File: src/rtl/icache_line_fetcher_if.sv
// Line-read and memory-bus signal bundle for icache_line_fetcher.
// The slave modport is the fetcher's view; master is the replacer/bus side.
`timescale 1ns/1ps
interface icache_line_fetcher_if #(
    parameter int LINE_WIDTH     = 128,
    parameter int BUS_WIDTH      = 32,
    parameter int MEM_ADDR_WIDTH = 28
);
    localparam int BUS_ADDR_WIDTH = MEM_ADDR_WIDTH + $clog2(LINE_WIDTH/8);

    logic                      memReadEnable;
    logic [MEM_ADDR_WIDTH-1:0] memAddr;
    logic                      memReadDone;
    logic [LINE_WIDTH-1:0]     memReadValue;
    logic                      busReq;
    logic [BUS_ADDR_WIDTH-1:0] busAddr;
    logic                      busGrant;
    logic                      busReadValid;
    logic [BUS_WIDTH-1:0]      busReadData;

    modport slave (
        input  memReadEnable, memAddr, busGrant, busReadValid, busReadData,
        output memReadDone, memReadValue, busReq, busAddr
    );

    modport master (
        output memReadEnable, memAddr, busGrant, busReadValid, busReadData,
        input  memReadDone, memReadValue, busReq, busAddr
    );
endinterface

File: src/rtl/icache_line_fetcher.sv
// ICache line fetcher: reads one cache line as BEATS sequential bus beats,
// assembles them little-endian and returns the line with a one-cycle done pulse.
`timescale 1ns/1ps
module icache_line_fetcher #(
    parameter int LINE_WIDTH     = 128,
    parameter int BUS_WIDTH      = 32,
    parameter int MEM_ADDR_WIDTH = 28
) (
    input  logic                  clk,
    input  logic                  rst,
    icache_line_fetcher_if.slave  fetch_if
);
    localparam int BEATS          = LINE_WIDTH / BUS_WIDTH;
    localparam int BEAT_W         = (BEATS > 1) ? $clog2(BEATS) : 1;
    localparam int BYTE_OFF       = $clog2(BUS_WIDTH/8);
    localparam int LINE_OFF       = $clog2(LINE_WIDTH/8);
    localparam int BUS_ADDR_WIDTH = MEM_ADDR_WIDTH + LINE_OFF;
    localparam logic [BEAT_W-1:0] LAST_BEAT = BEAT_W'(BEATS - 1);

    typedef enum logic [1:0] {IDLE, REQUEST, WAIT_DATA, RESPOND} state_t;

    state_t                    state_q, state_d;
    logic [MEM_ADDR_WIDTH-1:0] addr_q;
    logic [BEAT_W-1:0]         beat_q;
    logic                      abort_q;
    logic [LINE_WIDTH-1:0]     line_q;

    // State register
    always_ff @(posedge clk or negedge rst) begin
        if (!rst) state_q <= IDLE;
        else      state_q <= state_d;
    end

    // Next-state: enable dropping in Request/WaitData abandons the fetch without a done pulse
    always_comb begin
        state_d = state_q;
        case (state_q)
            IDLE:      if (fetch_if.memReadEnable) state_d = REQUEST;
            REQUEST: begin
                if (!fetch_if.memReadEnable) state_d = IDLE;
                else if (fetch_if.busGrant)  state_d = WAIT_DATA;
            end
            WAIT_DATA: begin
                if (fetch_if.busReadValid) begin
                    if (abort_q || !fetch_if.memReadEnable) state_d = IDLE;
                    else if (beat_q == LAST_BEAT)           state_d = RESPOND;
                    else                                    state_d = REQUEST;
                end
            end
            RESPOND:   state_d = IDLE;
            default:   state_d = IDLE;
        endcase
    end

    // Datapath: latch request address, count beats, assemble the line, track aborts
    always_ff @(posedge clk or negedge rst) begin
        if (!rst) begin
            addr_q  <= '0;
            beat_q  <= '0;
            abort_q <= 1'b0;
            line_q  <= '0;
        end else begin
            case (state_q)
                IDLE: begin
                    if (fetch_if.memReadEnable) begin
                        addr_q  <= fetch_if.memAddr;
                        beat_q  <= '0;
                        abort_q <= 1'b0;
                    end
                end
                WAIT_DATA: begin
                    if (!fetch_if.memReadEnable) abort_q <= 1'b1;
                    if (fetch_if.busReadValid) begin
                        line_q[int'(beat_q)*BUS_WIDTH +: BUS_WIDTH] <= fetch_if.busReadData;
                        if (beat_q != LAST_BEAT) beat_q <= beat_q + 1'b1;
                    end
                end
                default: ;
            endcase
        end
    end

    // Outputs decoded from state; cleared at once by the asynchronous reset
    always_comb begin
        fetch_if.busReq      = (state_q == REQUEST);
        fetch_if.memReadDone = (state_q == RESPOND);
    end

    assign fetch_if.busAddr      = (BUS_ADDR_WIDTH'(addr_q) << LINE_OFF)
                                 | (BUS_ADDR_WIDTH'(beat_q) << BYTE_OFF);
    assign fetch_if.memReadValue = line_q;

endmodule

File: src/flat_wrapper.sv
// flat-port wrapper written by rule: the top's interface ports become plain ports
module icache_line_fetcher_flat 
#(
    parameter int LINE_WIDTH     = 128,
    parameter int BUS_WIDTH      = 32,
    parameter int MEM_ADDR_WIDTH = 28
)
  (clk, rst, fetch_if_memReadEnable, fetch_if_memAddr, fetch_if_busGrant, fetch_if_busReadValid, fetch_if_busReadData, fetch_if_memReadDone, fetch_if_memReadValue, fetch_if_busReq, fetch_if_busAddr);
  icache_line_fetcher_if #(.LINE_WIDTH(LINE_WIDTH), .BUS_WIDTH(BUS_WIDTH), .MEM_ADDR_WIDTH(MEM_ADDR_WIDTH)) fetch_if_i ();
  input  logic clk;
  input  logic rst;
  input wire logic [$bits(fetch_if_i.memReadEnable)-1:0] fetch_if_memReadEnable;
  input wire logic [$bits(fetch_if_i.memAddr)-1:0] fetch_if_memAddr;
  input wire logic [$bits(fetch_if_i.busGrant)-1:0] fetch_if_busGrant;
  input wire logic [$bits(fetch_if_i.busReadValid)-1:0] fetch_if_busReadValid;
  input wire logic [$bits(fetch_if_i.busReadData)-1:0] fetch_if_busReadData;
  output wire logic [$bits(fetch_if_i.memReadDone)-1:0] fetch_if_memReadDone;
  output wire logic [$bits(fetch_if_i.memReadValue)-1:0] fetch_if_memReadValue;
  output wire logic [$bits(fetch_if_i.busReq)-1:0] fetch_if_busReq;
  output wire logic [$bits(fetch_if_i.busAddr)-1:0] fetch_if_busAddr;
  assign fetch_if_i.memReadEnable = fetch_if_memReadEnable;
  assign fetch_if_i.memAddr = fetch_if_memAddr;
  assign fetch_if_i.busGrant = fetch_if_busGrant;
  assign fetch_if_i.busReadValid = fetch_if_busReadValid;
  assign fetch_if_i.busReadData = fetch_if_busReadData;
  assign fetch_if_memReadDone = fetch_if_i.memReadDone;
  assign fetch_if_memReadValue = fetch_if_i.memReadValue;
  assign fetch_if_busReq = fetch_if_i.busReq;
  assign fetch_if_busAddr = fetch_if_i.busAddr;
  icache_line_fetcher #(.LINE_WIDTH(LINE_WIDTH), .BUS_WIDTH(BUS_WIDTH), .MEM_ADDR_WIDTH(MEM_ADDR_WIDTH)) u_core (.clk(clk), .rst(rst), .fetch_if(fetch_if_i));
endmodule
File: config.mk
export PLATFORM = sky130hd
export DESIGN_NAME = icache_line_fetcher_flat
export DESIGN_NICKNAME = d
export VERILOG_FILES = /design/src/rtl/icache_line_fetcher_if.sv /design/src/rtl/icache_line_fetcher.sv /design/src/flat_wrapper.sv
export SDC_FILE = /design/constraint.sdc
export NUM_CORES = 1
export LEC_CHECK = 0
export CORE_UTILIZATION = 39
export CTS_CLUSTER_SIZE = 28
export DETAILED_ROUTE_END_ITERATION = 6
export PLACE_DENSITY = 0.72
export SYNTH_ARGS = -nofsm -noshare
export SYNTH_HDL_FRONTEND = slang
export SYNTH_SLANG_ARGS = --single-unit
File: constraint.sdc
create_clock -name clk -period 2.3 [get_ports clk]
set_input_delay 0.46 -clock clk [delete_from_list [all_inputs] [get_ports clk]]
set_output_delay 0.46 -clock clk [all_outputs]
set_load 0.01 [all_outputs]
-- Word-level counts from Yosys, hierarchy flattened
Cells that the tools add are included.
W data, S select, Z words.
- word-level logic and storage cells: 44
- flip-flop bits (word level): 161
- output and inout port bits: 162
- bits of input ports: 65
- bitwise operators: 1
- add/sub/neg operators: 2
- equal/unequal tests: 10
- shifts and indexed selects: 2
- multiplexer cells: 15
- reduce and logical (&&, ||, !) cells: 9
- operators by type and width (kind ; number):
    $bwmux W128 ; 1
    $shift A32 B33 Y128 const A ; 1
    $shiftx A32 B33 Y128 ; 1
    $neg A7 Y33 ; 1
    $or A32 B4 Y32 ; 1
    $mux W2 ; 9
    $ne A2 B2 Y1 const B ; 4
    $pmux W2 S4 ; 1
    $eq A2 B2 Y1 const B ; 3
    $reduce_and A3 Y1 ; 2
    $pmux W2 S2 ; 1
    $reduce_and A2 Y1 ; 2
    $reduce_and A4 Y1 ; 1
    $ne A3 B3 Y1 const B ; 1
    $add A2 B1 Y2 const B ; 1
    $eq A2 B1 Y1 const B ; 1
    $logic_not A2 Y1 ; 1
    $mux W1 ; 2
    $ne A2 B1 Y1 const B ; 1
    $pmux W1 S2 ; 1
    $reduce_bool A2 Y1 ; 1
    $logic_not A1 Y1 ; 1
    $logic_or A1 B1 Y1 ; 1

-- Depth between registers and ports, before layout
Gate-level depths: netlist (run 1).
- depth in word-level cells: 5
- mapped depth: 6
- depth with buffers taken out: 5

-- Worst setup path after synthesis (run 1)
OpenSTA, ideal clock, no wires.
- kind: register -> register
- from: register u_core.beat_q[0]
- to: register u_core.line_q[101] (netlist: u_core.fetch_if.memReadValue[101])
- slack: 0.363 ns
- buffers on the path: 1
- period minus slack after synthesis: 1.937 ns
- library setup time: 0.065 ns
- cell stages (with the launch flop): 7
- data arrival time: 1.871 ns
- required time: 2.235 ns
- path through: dfrtp_1 inv_1 ha_1 or3b_4 nor2_8 buf_6 a22o_1
- longest elaborated chain between the ends: 3
- elaborated cells between the ends (all ways): 4
- those cells by class: 1 x add/sub; 2 x shift; 1 x mux
- RTL lines (item ; line ; source):
    start: declaration ; icache_line_fetcher.sv:24 ; logic [BEAT_W-1:0] beat_q;
    start signal: assignment ; icache_line_fetcher.sv:75 ; if (beat_q != LAST_BEAT) beat_q <= beat_q + 1'b1;
    $neg A7 Y33 (*) ; icache_line_fetcher.sv:74 ; line_q[int'(beat_q)*BUS_WIDTH +: BUS_WIDTH] <= fetch_if.busReadData;
    $shiftx A32 B33 Y128 / $shift A32 B33 Y128 (equally long branches) ; icache_line_fetcher.sv:74 ;
    $bwmux W128 (*) ; icache_line_fetcher.sv:74 ;
    end signal: indexed assignment ; icache_line_fetcher.sv:74 ;
    end: declaration ; icache_line_fetcher.sv:26 ; logic [LINE_WIDTH-1:0] line_q;
Mark *: on every way between the ends. The rest lies on a longest branch, timed or not.
A chain may end at the register's enable or synchronous reset.

-- Worst setup path after layout (run 1)
- from: register u_core.state_q[1]
- to: output fetch_if_busReq
- longest elaborated chain between the ends: 1
- RTL lines (item ; line ; source):
    start: declaration ; icache_line_fetcher.sv:22 ; state_t state_q, state_d;
    start signal: assignment ; icache_line_fetcher.sv:31 ; else state_q <= state_d;
    $eq A2 B1 Y1 ; icache_line_fetcher.sv:85 ; fetch_if.busReq = (state_q == REQUEST);
    end: declaration ; flat_wrapper.sv:19 ; output wire logic [$bits(fetch_if_i.busReq)-1:0] fetch_if_busReq;
Every way passes these cells.

==> flow_summary.html, run 1 <==
<table>
<tr><th>Metric</th><th>Value</th></tr>
<tr><th colspan="2">CTS</th></tr>
<tr><td>Htree depth</td><td>4</td></tr>
<tr><td>Number of buffers on the longest clock path</td><td>2</td></tr>
<tr><td>Insertion delay to the later sink of the worst-skew pair</td><td>around 0.41 ns</td></tr>
<tr><td>Inserted Clock Buffers</td><td>17</td></tr>
<tr><td>Number of sinks on the clock net</td><td>161</td></tr>
<tr><td>Root Buffer Master</td><td>sky130_fd_sc_hd__clkbuf_16</td></tr>
<tr><td>Clock tree from TritonCTS</td><td>yes</td></tr>
<tr><td>Clock slew seen by the registers of the worst setup and hold paths</td><td>0.06 ns</td></tr>
<tr><th colspan="2">Critical path</th></tr>
<tr><td>Register-to-Register Setup Slack</td><td>0.36 ns</td></tr>
<tr><td>Startpoint of the most critical register-to-register path</td><td>u_core.beat_q[1]</td></tr>
<tr><td>Critical path arrival</td><td>1.71 ns</td></tr>
<tr><td>Crit-path cells</td><td>nor2b_1 &gt; clkdlybuf4s50_1</td></tr>
<tr><td>Cell type of the slowest stage on the worst timing path</td><td>sky130_fd_sc_hd__clkdlybuf4s50_1</td></tr>
<tr><td>Largest stage delay on the critical path</td><td>0.59 ns</td></tr>
<tr><td>Number of cell instances on the worst register-to-register path</td><td>6</td></tr>
<tr><td>Crit path required time</td><td>1.84 ns</td></tr>
<tr><td>Critical path startpoint category</td><td>flip-flop</td></tr>
<tr><td>Reg2Reg Capture Point</td><td>u_core.fetch_if.memReadValue[113]</td></tr>
<tr><td>Largest driver fanout on the critical path</td><td>13</td></tr>
<tr><td>Worst setup path class</td><td>flip-flop to primary output</td></tr>
<tr><td>Setup crit end kind</td><td>primary output</td></tr>
<tr><th colspan="2">Floorplanning</th></tr>
<tr><td>Placeable Area</td><td>15300 um2</td></tr>
<tr><td>Placement row count</td><td>between 40 and 50</td></tr>
<tr><td>Number of primary I/O pins</td><td>227</td></tr>
<tr><td>Initial core utilization</td><td>40.1%</td></tr>
<tr><td>Chip Width</td><td>128 um</td></tr>
<tr><td>Full die area</td><td>16300 um2</td></tr>
<tr><td>Die H</td><td>128 um</td></tr>
<tr><th colspan="2">Pwr</th></tr>
<tr><td>Internal power</td><td>5.68 mW</td></tr>
<tr><td>Net switching power figure</td><td>about 2 mW</td></tr>
<tr><td>Sequential share of power</td><td>44.0%</td></tr>
<tr><td>Leakage power of the design</td><td>4.20 nW</td></tr>
<tr><td>Switching power as a share of total power</td><td>about a quarter</td></tr>
<tr><td>Clock power frac</td><td>35.5%</td></tr>
<tr><td>Highest ir drop seen on vdd</td><td>0.495 mV</td></tr>
<tr><td>Pwr per Cell Area</td><td>821 nW/um2</td></tr>
<tr><td>Comb pwr share</td><td>20.5%</td></tr>
<tr><th colspan="2">Layout</th></tr>
<tr><td>Fill cell total of the finished layout</td><td>1235</td></tr>
<tr><td>Fin util</td><td>~61%</td></tr>
<tr><td>Area added between synthesis and finish</td><td>51.2%</td></tr>
<tr><td>Final Instance Area</td><td>around 9300 um2</td></tr>
<tr><td>Antenna diode count</td><td>0</td></tr>
<tr><td>Share of final-layout standard cells stronger than drive strength 1</td><td>a little over an eighth</td></tr>
<tr><td>Finished Layout Cells</td><td>about 910</td></tr>
<tr><td>Count of nets after finishing</td><td>~760</td></tr>
<tr><th colspan="2">Routing</th></tr>
<tr><td>Iteration-0 DRC Markers</td><td>266</td></tr>
<tr><td>TritonRoute pass-1 iters</td><td>4</td></tr>
<tr><td>Residual DRC</td><td>0</td></tr>
<tr><td>Detailed Route WL</td><td>~17 mm</td></tr>
<tr><td>DR vias/cell</td><td>approximately 5.2</td></tr>
<tr><td>Total number of vias</td><td>4709</td></tr>
<tr><td>Count of antenna-violating nets left after detailed routing</td><td>0</td></tr>
<tr><td>Final routed wire length divided by cell count</td><td>18.5 um</td></tr>
<tr><th colspan="2">Worst hold path</th></tr>
<tr><td>Worst hold path type</td><td>flip-flop to flip-flop</td></tr>
<tr><td>Endpoint of the worst hold-timing path</td><td>u_core.fetch_if.memReadValue[28]</td></tr>
<tr><td>Min-Delay Startpoint</td><td>u_core.fetch_if.memReadValue[28]</td></tr>
<tr><td>Cell depth of the worst hold path</td><td>2</td></tr>
<tr><th colspan="2">Placed design</th></tr>
<tr><td>Minimum setup slack after placement</td><td>0.184 ns</td></tr>
<tr><td>Input/output buffers</td><td>224</td></tr>
<tr><td>Routability congestion estimate</td><td>~0.8</td></tr>
<tr><td>Placed inst area</td><td>8710 um2</td></tr>
<tr><td>Sum of net half-perimeters after detailed placement</td><td>11.9 mm</td></tr>
<tr><td>Placed cell count</td><td>880</td></tr>
<tr><th colspan="2">Synthesis</th></tr>
<tr><td>Most used flip-flop cell after synthesis</td><td>sky130_fd_sc_hd__dfrtp_1</td></tr>
<tr><td>Cell Area, Synth</td><td>6140 um2</td></tr>
<tr><td>Portion of synthesized cell area occupied by the leading cell type</td><td>65.6%</td></tr>
<tr><td>Number of unique standard cell types used by synthesis</td><td>32</td></tr>
<tr><td>Register bit count reported by yosys</td><td>about 160</td></tr>
<tr><td>Top post-synthesis cells by area</td><td>sky130_fd_sc_hd__dfrtp_1 (66%), sky130_fd_sc_hd__a22o_1 (14%), sky130_fd_sc_hd__mux2_2 (5.3%)</td></tr>
<tr><td>Number of warnings reported in the yosys synthesis log</td><td>0</td></tr>
<tr><td>Seq/Total Area, Yosys</td><td>65.6%</td></tr>
<tr><td>Asr flop ratio synth</td><td>100%</td></tr>
<tr><td>Top-count cell post-synth</td><td>sky130_fd_sc_hd__dfrtp_1</td></tr>
<tr><td>Number of enable flip-flop cells after synthesis</td><td>0</td></tr>
<tr><td>Yosys top cell by area</td><td>sky130_fd_sc_hd__dfrtp_1</td></tr>
<tr><td>Synth Area per Inst</td><td>13.5 um2</td></tr>
<tr><td>Post-synthesis instance total</td><td>456</td></tr>
<tr><td>Most used standard cells in the synthesized netlist</td><td>sky130_fd_sc_hd__dfrtp_1 (161), sky130_fd_sc_hd__a22o_1 (97), sky130_fd_sc_hd__nand2_1 (65)</td></tr>
<tr><th colspan="2">Global route</th></tr>
<tr><td>Maximum number of pins on one net before global-route repair</td><td>67</td></tr>
<tr><td>First-pass GRT wire length</td><td>27.2 mm</td></tr>
<tr><td>Number of antenna violations at the first check in global routing</td><td>0</td></tr>
<tr><td>Vias in the first global route</td><td>4970</td></tr>
<tr><td>Overall fraction of global-route tracks in use</td><td>21.9%</td></tr>
<tr><td>Global route overflow</td><td>0</td></tr>
<tr><th colspan="2">STA</th></tr>
<tr><td>Fin. Hold Viols</td><td>0</td></tr>
<tr><td>Final worst setup slack</td><td>0.126 ns</td></tr>
<tr><td>Aggregate negative setup slack</td><td>0 ns</td></tr>
<tr><td>Minimum period implied by the final worst setup slack</td><td>around 2.2 ns</td></tr>
<tr><td>Final Max Slew Viols</td><td>0</td></tr>
<tr><td>Setup repair after global routing missed its margin</td><td>false</td></tr>
<tr><td>Largest clock skew in the final design</td><td>0.00850 ns</td></tr>
<tr><td>Finish-stage setup viols</td><td>0</td></tr>
<tr><td>Max Freq</td><td>460 MHz</td></tr>
<tr><td>Period utilization</td><td>between 90% and 100%</td></tr>
<tr><th colspan="2">Outcome</th></tr>
<tr><td>Result of the run</td><td>finished, final reports clean</td></tr>
<tr><th colspan="2">Job</th></tr>
<tr><td>Maxcap violations</td><td>0</td></tr>
</table>
[state kept, by name, summed over array words and instances (netlist names)]
name	count
u_core.fetch_if.memReadValue	128
u_core.addr_q	28
u_core.beat_q	2
u_core.state_q	2
u_core.abort_q	1
[repair_timing]
item | 4_1_cts | 5_1_grt
hold buffers | 1 | 0
endpoints found under the setup margin | 0 | 2
hold endpoints to repair | 11 | 0
resized for setup | 0 | 2
setup buffers | 0 | 0
[metrics by stage]
| stage | total power [mW] | hold slack [ns] |
|---|---|---|
| after floorplan | 3.94 | 0.164 |
| after global placement | 4.92 | 0.429 |
| after detailed placement | 4.98 | 0.435 |
| after CTS | 7.72 | 0.487 |
| after global routing | 7.98 | 0.509 |
| final | 7.63 | 0.486 |
[power by group through the flow]
stage,registers (mW),logic (mW),clock network [mW]
floorplan,3.53,0.410,0
global placement,3.38,1.55,0
detailed placement,3.40,1.58,0
CTS,3.36,1.59,2.77
global route,3.40,1.69,2.89
finish,3.35,1.57,2.71
[logic make-up (layout without fill, tap and decap cells)]
group,after synthesis,in the layout,synth area share [%]
AOI/OAI and AO/OA,135,135,17.0
and+or+nand+nor,89,89,8.11
other,1,2,0.0610
buffers and inverters,36,279,2.89
adders and majority gates,5,5,1.02
DFF,161,161,65.6
muxes,29,29,5.32
[routing by layer]
layer  wire (um)  GRT usage [%]
met2        8390           36.7
met3        1170           6.16
met1        7120           27.5
met5           0              0
met4         183           6.79
[layout by cell type, fill, tap and decap left out, drive strengths merged, types with 3 or more instances in the layout]
cell type	count
a22o	97
buf	22
clkbuf	21
clkdlybuf4s50	223
clkinv	3
dfrtp	161
ha	5
inv	5
mux2	29
nand2	65
nand2b	3
nand4b	5
nor2	5
o21ai	34
[worst max-delay path, delay by kind of cell (launching register included)]
family / cells / cell delay [ns]
and+or+nand+nor: 1 / 0.21
buffers and inverters: 1 / 0.59
DFF: 1 / 0.51
[worst max-delay path by stage]
stage	end	slack, ns	cells past startpoint	from
finish	fetch_if_busReq	0.13	2	u_core.state_q[1]
global route	fetch_if_busReq	0.06	2	u_core.state_q[1]
CTS	fetch_if_busReq	0.009	2	u_core.state_q[1]
detailed placement	u_core.fetch_if.memReadValue[87]	0.18	5	fetch_if_busReadValid
global placement	u_core.fetch_if.memReadValue[107]	0.25	4	fetch_if_busReadValid
floorplan	u_core.fetch_if.memReadValue[101]	0.36	6	u_core.beat_q[0]
[area by class of cell]
class	count	area, um2	share of cell area, %
clock inverters	9	108	1.16
well taps	211	264	2.84
clock buffers	21	460	4.96
inverters	3	11.3	0.121
flip-flops and latches	161	4030	43.4
multi-input cells	260	1950	21.0
repair buffers	246	2460	26.5
(Power assumes the default switching activity.)
==> inputs of run 2 (changes only) <==
- CAP_MARGIN: not set -> 25
- CELL_PAD_IN_SITES_DETAIL_PLACEMENT: not set -> 2
- CELL_PAD_IN_SITES_GLOBAL_PLACEMENT: not set -> 2
- CORE_UTILIZATION: 39 -> 28
- PLACE_DENSITY: 0.72 -> not set
- PLACE_DENSITY_LB_ADDON: not set -> 0.1
==> flow_summary.html, run 2 (synthesis gave the netlist of run 1 again) <==
<table>
<tr><th>Metric</th><th>Value</th></tr>
<tr><th colspan="2">Outcome</th></tr>
<tr><td>Result of the run</td><td>finished, final reports clean</td></tr>
<tr><th colspan="2">Critical path</th></tr>
<tr><td>Worst setup path class</td><td>flip-flop to primary output</td></tr>
<tr><td>Critical path startpoint category</td><td>flip-flop</td></tr>
<tr><td>Setup crit end kind</td><td>primary output</td></tr>
<tr><td>Cell type of the slowest stage on the worst timing path</td><td>sky130_fd_sc_hd__clkdlybuf4s50_1</td></tr>
<tr><td>Largest stage delay on the critical path</td><td>0.56 ns</td></tr>
<tr><td>Critical path arrival</td><td>roughly 1.7 ns</td></tr>
<tr><td>Register-to-Register Setup Slack</td><td>approximately 0.28 ns</td></tr>
<tr><td>Crit-path cells</td><td>nor2b_1 &gt; clkdlybuf4s50_1</td></tr>
<tr><td>Largest driver fanout on the critical path</td><td>13</td></tr>
<tr><td>Crit path required time</td><td>1.84 ns</td></tr>
<tr><th colspan="2">Floorplanning</th></tr>
<tr><td>Placeable Area</td><td>roughly 21000 um2</td></tr>
<tr><td>Full die area</td><td>22500 um2</td></tr>
<tr><td>Placement row count</td><td>53</td></tr>
<tr><td>Number of primary I/O pins</td><td>227</td></tr>
<tr><td>Chip Width</td><td>roughly 150 um</td></tr>
<tr><td>Initial core utilization</td><td>28.9%</td></tr>
<tr><td>Die H</td><td>about 150 um</td></tr>
<tr><th colspan="2">CTS</th></tr>
<tr><td>Htree depth</td><td>4</td></tr>
<tr><td>Clock slew seen by the registers of the worst setup and hold paths</td><td>around 0.060 ns</td></tr>
<tr><td>Inserted Clock Buffers</td><td>17</td></tr>
<tr><td>Root Buffer Master</td><td>sky130_fd_sc_hd__clkbuf_16</td></tr>
<tr><td>Number of buffers on the longest clock path</td><td>2</td></tr>
<tr><td>Clock tree from TritonCTS</td><td>yes</td></tr>
<tr><td>Post-CTS setup repair buffer count</td><td>0</td></tr>
<tr><td>Insertion delay to the later sink of the worst-skew pair</td><td>0.42 ns</td></tr>
<tr><td>Number of sinks on the clock net</td><td>161</td></tr>
<tr><th colspan="2">Placed design</th></tr>
<tr><td>Minimum setup slack after placement</td><td>0.102 ns</td></tr>
<tr><td>Routability congestion estimate</td><td>approximately 0.74</td></tr>
<tr><td>Sum of net half-perimeters after detailed placement</td><td>~15 mm</td></tr>
<tr><td>Input/output buffers</td><td>224</td></tr>
<tr><th colspan="2">STA</th></tr>
<tr><td>Aggregate negative setup slack</td><td>0 ns</td></tr>
<tr><td>Final Max Slew Viols</td><td>0</td></tr>
<tr><td>Finish-stage setup viols</td><td>0</td></tr>
<tr><td>Setup repair after global routing missed its margin</td><td>false</td></tr>
<tr><td>Minimum period implied by the final worst setup slack</td><td>2.13 ns</td></tr>
<tr><td>Slew headroom</td><td>54.3%</td></tr>
<tr><td>Largest clock skew in the final design</td><td>0.00914 ns</td></tr>
<tr><td>Max Freq</td><td>roughly 470 MHz</td></tr>
<tr><td>Period utilization</td><td>92.7%</td></tr>
<tr><td>Actual transition at the worst max-transition pin</td><td>slightly below 0.7 ns</td></tr>
<tr><td>Final worst setup slack</td><td>0.168 ns</td></tr>
<tr><td>Fin. Hold Viols</td><td>0</td></tr>
<tr><th colspan="2">Pwr</th></tr>
<tr><td>Highest ir drop seen on vdd</td><td>0.478 mV</td></tr>
<tr><td>Power consumption</td><td>7.73 mW</td></tr>
<tr><td>Pwr per Cell Area</td><td>822 nW/um2</td></tr>
<tr><td>Leakage power of the design</td><td>4.22 nW</td></tr>
<tr><th colspan="2">Routing</th></tr>
<tr><td>Iteration-0 DRC Markers</td><td>around 180</td></tr>
<tr><td>Residual DRC</td><td>0</td></tr>
<tr><td>Count of antenna-violating nets left after detailed routing</td><td>0</td></tr>
<tr><td>Final routed wire length divided by cell count</td><td>21.6 um</td></tr>
<tr><td>DR vias/cell</td><td>4.94</td></tr>
<tr><td>TritonRoute pass-1 iters</td><td>4</td></tr>
<tr><td>Total number of vias</td><td>4827</td></tr>
<tr><td>Detailed Route WL</td><td>21.1 mm</td></tr>
<tr><th colspan="2">Global route</th></tr>
<tr><td>Number of antenna violations at the first check in global routing</td><td>0</td></tr>
<tr><td>Global route overflow</td><td>0</td></tr>
<tr><td>First-pass GRT wire length</td><td>32.8 mm</td></tr>
<tr><td>Vias in the first global route</td><td>between 5000 and 6000</td></tr>
<tr><td>Maximum number of pins on one net before global-route repair</td><td>65</td></tr>
<tr><td>Overall fraction of global-route tracks in use</td><td>19.6%</td></tr>
<tr><th colspan="2">Layout</th></tr>
<tr><td>Share of final-layout standard cells stronger than drive strength 1</td><td>13.8%</td></tr>
<tr><td>Number of flip-flops under the largest register name</td><td>128</td></tr>
<tr><td>Count of nets after finishing</td><td>763</td></tr>
<tr><td>Fin util</td><td>44.2%</td></tr>
<tr><td>Commonest cells after routing, fill and taps aside</td><td>sky130_fd_sc_hd__clkdlybuf4s50_1 (223), sky130_fd_sc_hd__dfrtp_1 (160), sky130_fd_sc_hd__a22o_1 (97)</td></tr>
<tr><td>Antenna diode count</td><td>0</td></tr>
<tr><td>Leading cell type in the layout, fill and taps excluded</td><td>sky130_fd_sc_hd__clkdlybuf4s50_1</td></tr>
<tr><td>Area added between synthesis and finish</td><td>53.1%</td></tr>
<tr><th colspan="2">Worst hold path</th></tr>
<tr><td>Worst hold path type</td><td>input port to asynchronous set/reset pin</td></tr>
<tr><th colspan="2">Job</th></tr>
<tr><td>Maxcap violations</td><td>0</td></tr>
</table>
run 2: cell count changes in the layout (fill, tap and decap cells not counted):
| cell | before | now |
|---|---|---|
| sky130_fd_sc_hd__buf_4 | 17 | 21 |
| sky130_fd_sc_hd__buf_12 | 4 | 5 |
| sky130_fd_sc_hd__clkbuf_1 | 2 | 1 |
| sky130_fd_sc_hd__dfrtp_1 | 159 | 160 |
| sky130_fd_sc_hd__dfrtp_2 | 2 | 1 |
| sky130_fd_sc_hd__dlygate4sd3_1 | 1 | 0 |
run 2: path summary, 6_finish.rpt:
kind / startpoint / to / cells after the start
setup / recovery: u_core.state_q[0] / fetch_if_busReq / 2
hold / removal: rst / u_core.fetch_if.memReadValue[27] / 1
setup reg to reg: u_core.beat_q[1] / u_core.fetch_if.memReadValue[102] / 6
hold reg to reg: u_core.fetch_if.memReadValue[9] / u_core.fetch_if.memReadValue[9] / 2
max in group asynchronous: rst / u_core.fetch_if.memReadValue[49] / 2
min in group clk: u_core.fetch_if.memReadValue[9] / u_core.fetch_if.memReadValue[9] / 2
run 2: per-layer routing:
| metal | track usage (%) | share of wire, % | vias to the layer above |
|---|---|---|---|
| li1 | - | - | 2120 |
| met1 | 25.3 | 44 | 2558 |
| met2 | 32.6 | 50 | 131 |
| met3 | 4.33 | 4.7 | 18 |
| met4 | 6.36 | 1.4 | 0 |
| met5 | 0 | 0 | - |
run 2: worst max-delay path, delay by kind of cell (launching register included):
kind / cells / cell delay [ns]
buffers and inverters: 1 / 0.56
DFF: 1 / 0.49
and+or+nand+nor: 1 / 0.21
run 2: where the power goes:
| part | switching, mW | leakage, nW | internal, mW | total [mW] |
|---|---|---|---|---|
| Combinational | 0.747 | 1.80 | 0.882 | 1.63 |
| Clock | 1.12 | 0.274 | 1.64 | 2.76 |
| Sequential | 0.188 | 2.15 | 3.16 | 3.35 |
| Total | 2.05 | 4.22 | 5.68 | 7.73 |
run 2: through the flow:
stage	hold slack [ns]	cell area [um2]	std cells
floorplan	0.164	6150	457
detailed placement	0.475	8840	949
global route	0.0962	9400	978
finish	0.0561	9400	978
global placement	0.466	8840	949
CTS	0.0834	9400	978
run 2: what timing repair did:
action | in CTS | in global routing
hold buffers | 0 | 0
resized for setup | 0 | 1
setup endpoints to repair | 0 | 1
run 2: area by class of cell:
type / instances / area (um2)
clock buffer: 20 / 457
clock inverter: 9 / 108
fill: 2130 / 11900
inverter: 3 / 11.3
multi-input combinational: 260 / 1950
sequential: 161 / 4030
tap: 275 / 344
timing repair buffer: 250 / 2500
==> inputs of run 3 (changes only) <==
- SKIP_LAST_GASP: not set -> 1
==> results of run 3 <==
The final DEF is identical to that of run 2; final timing and power are the same.
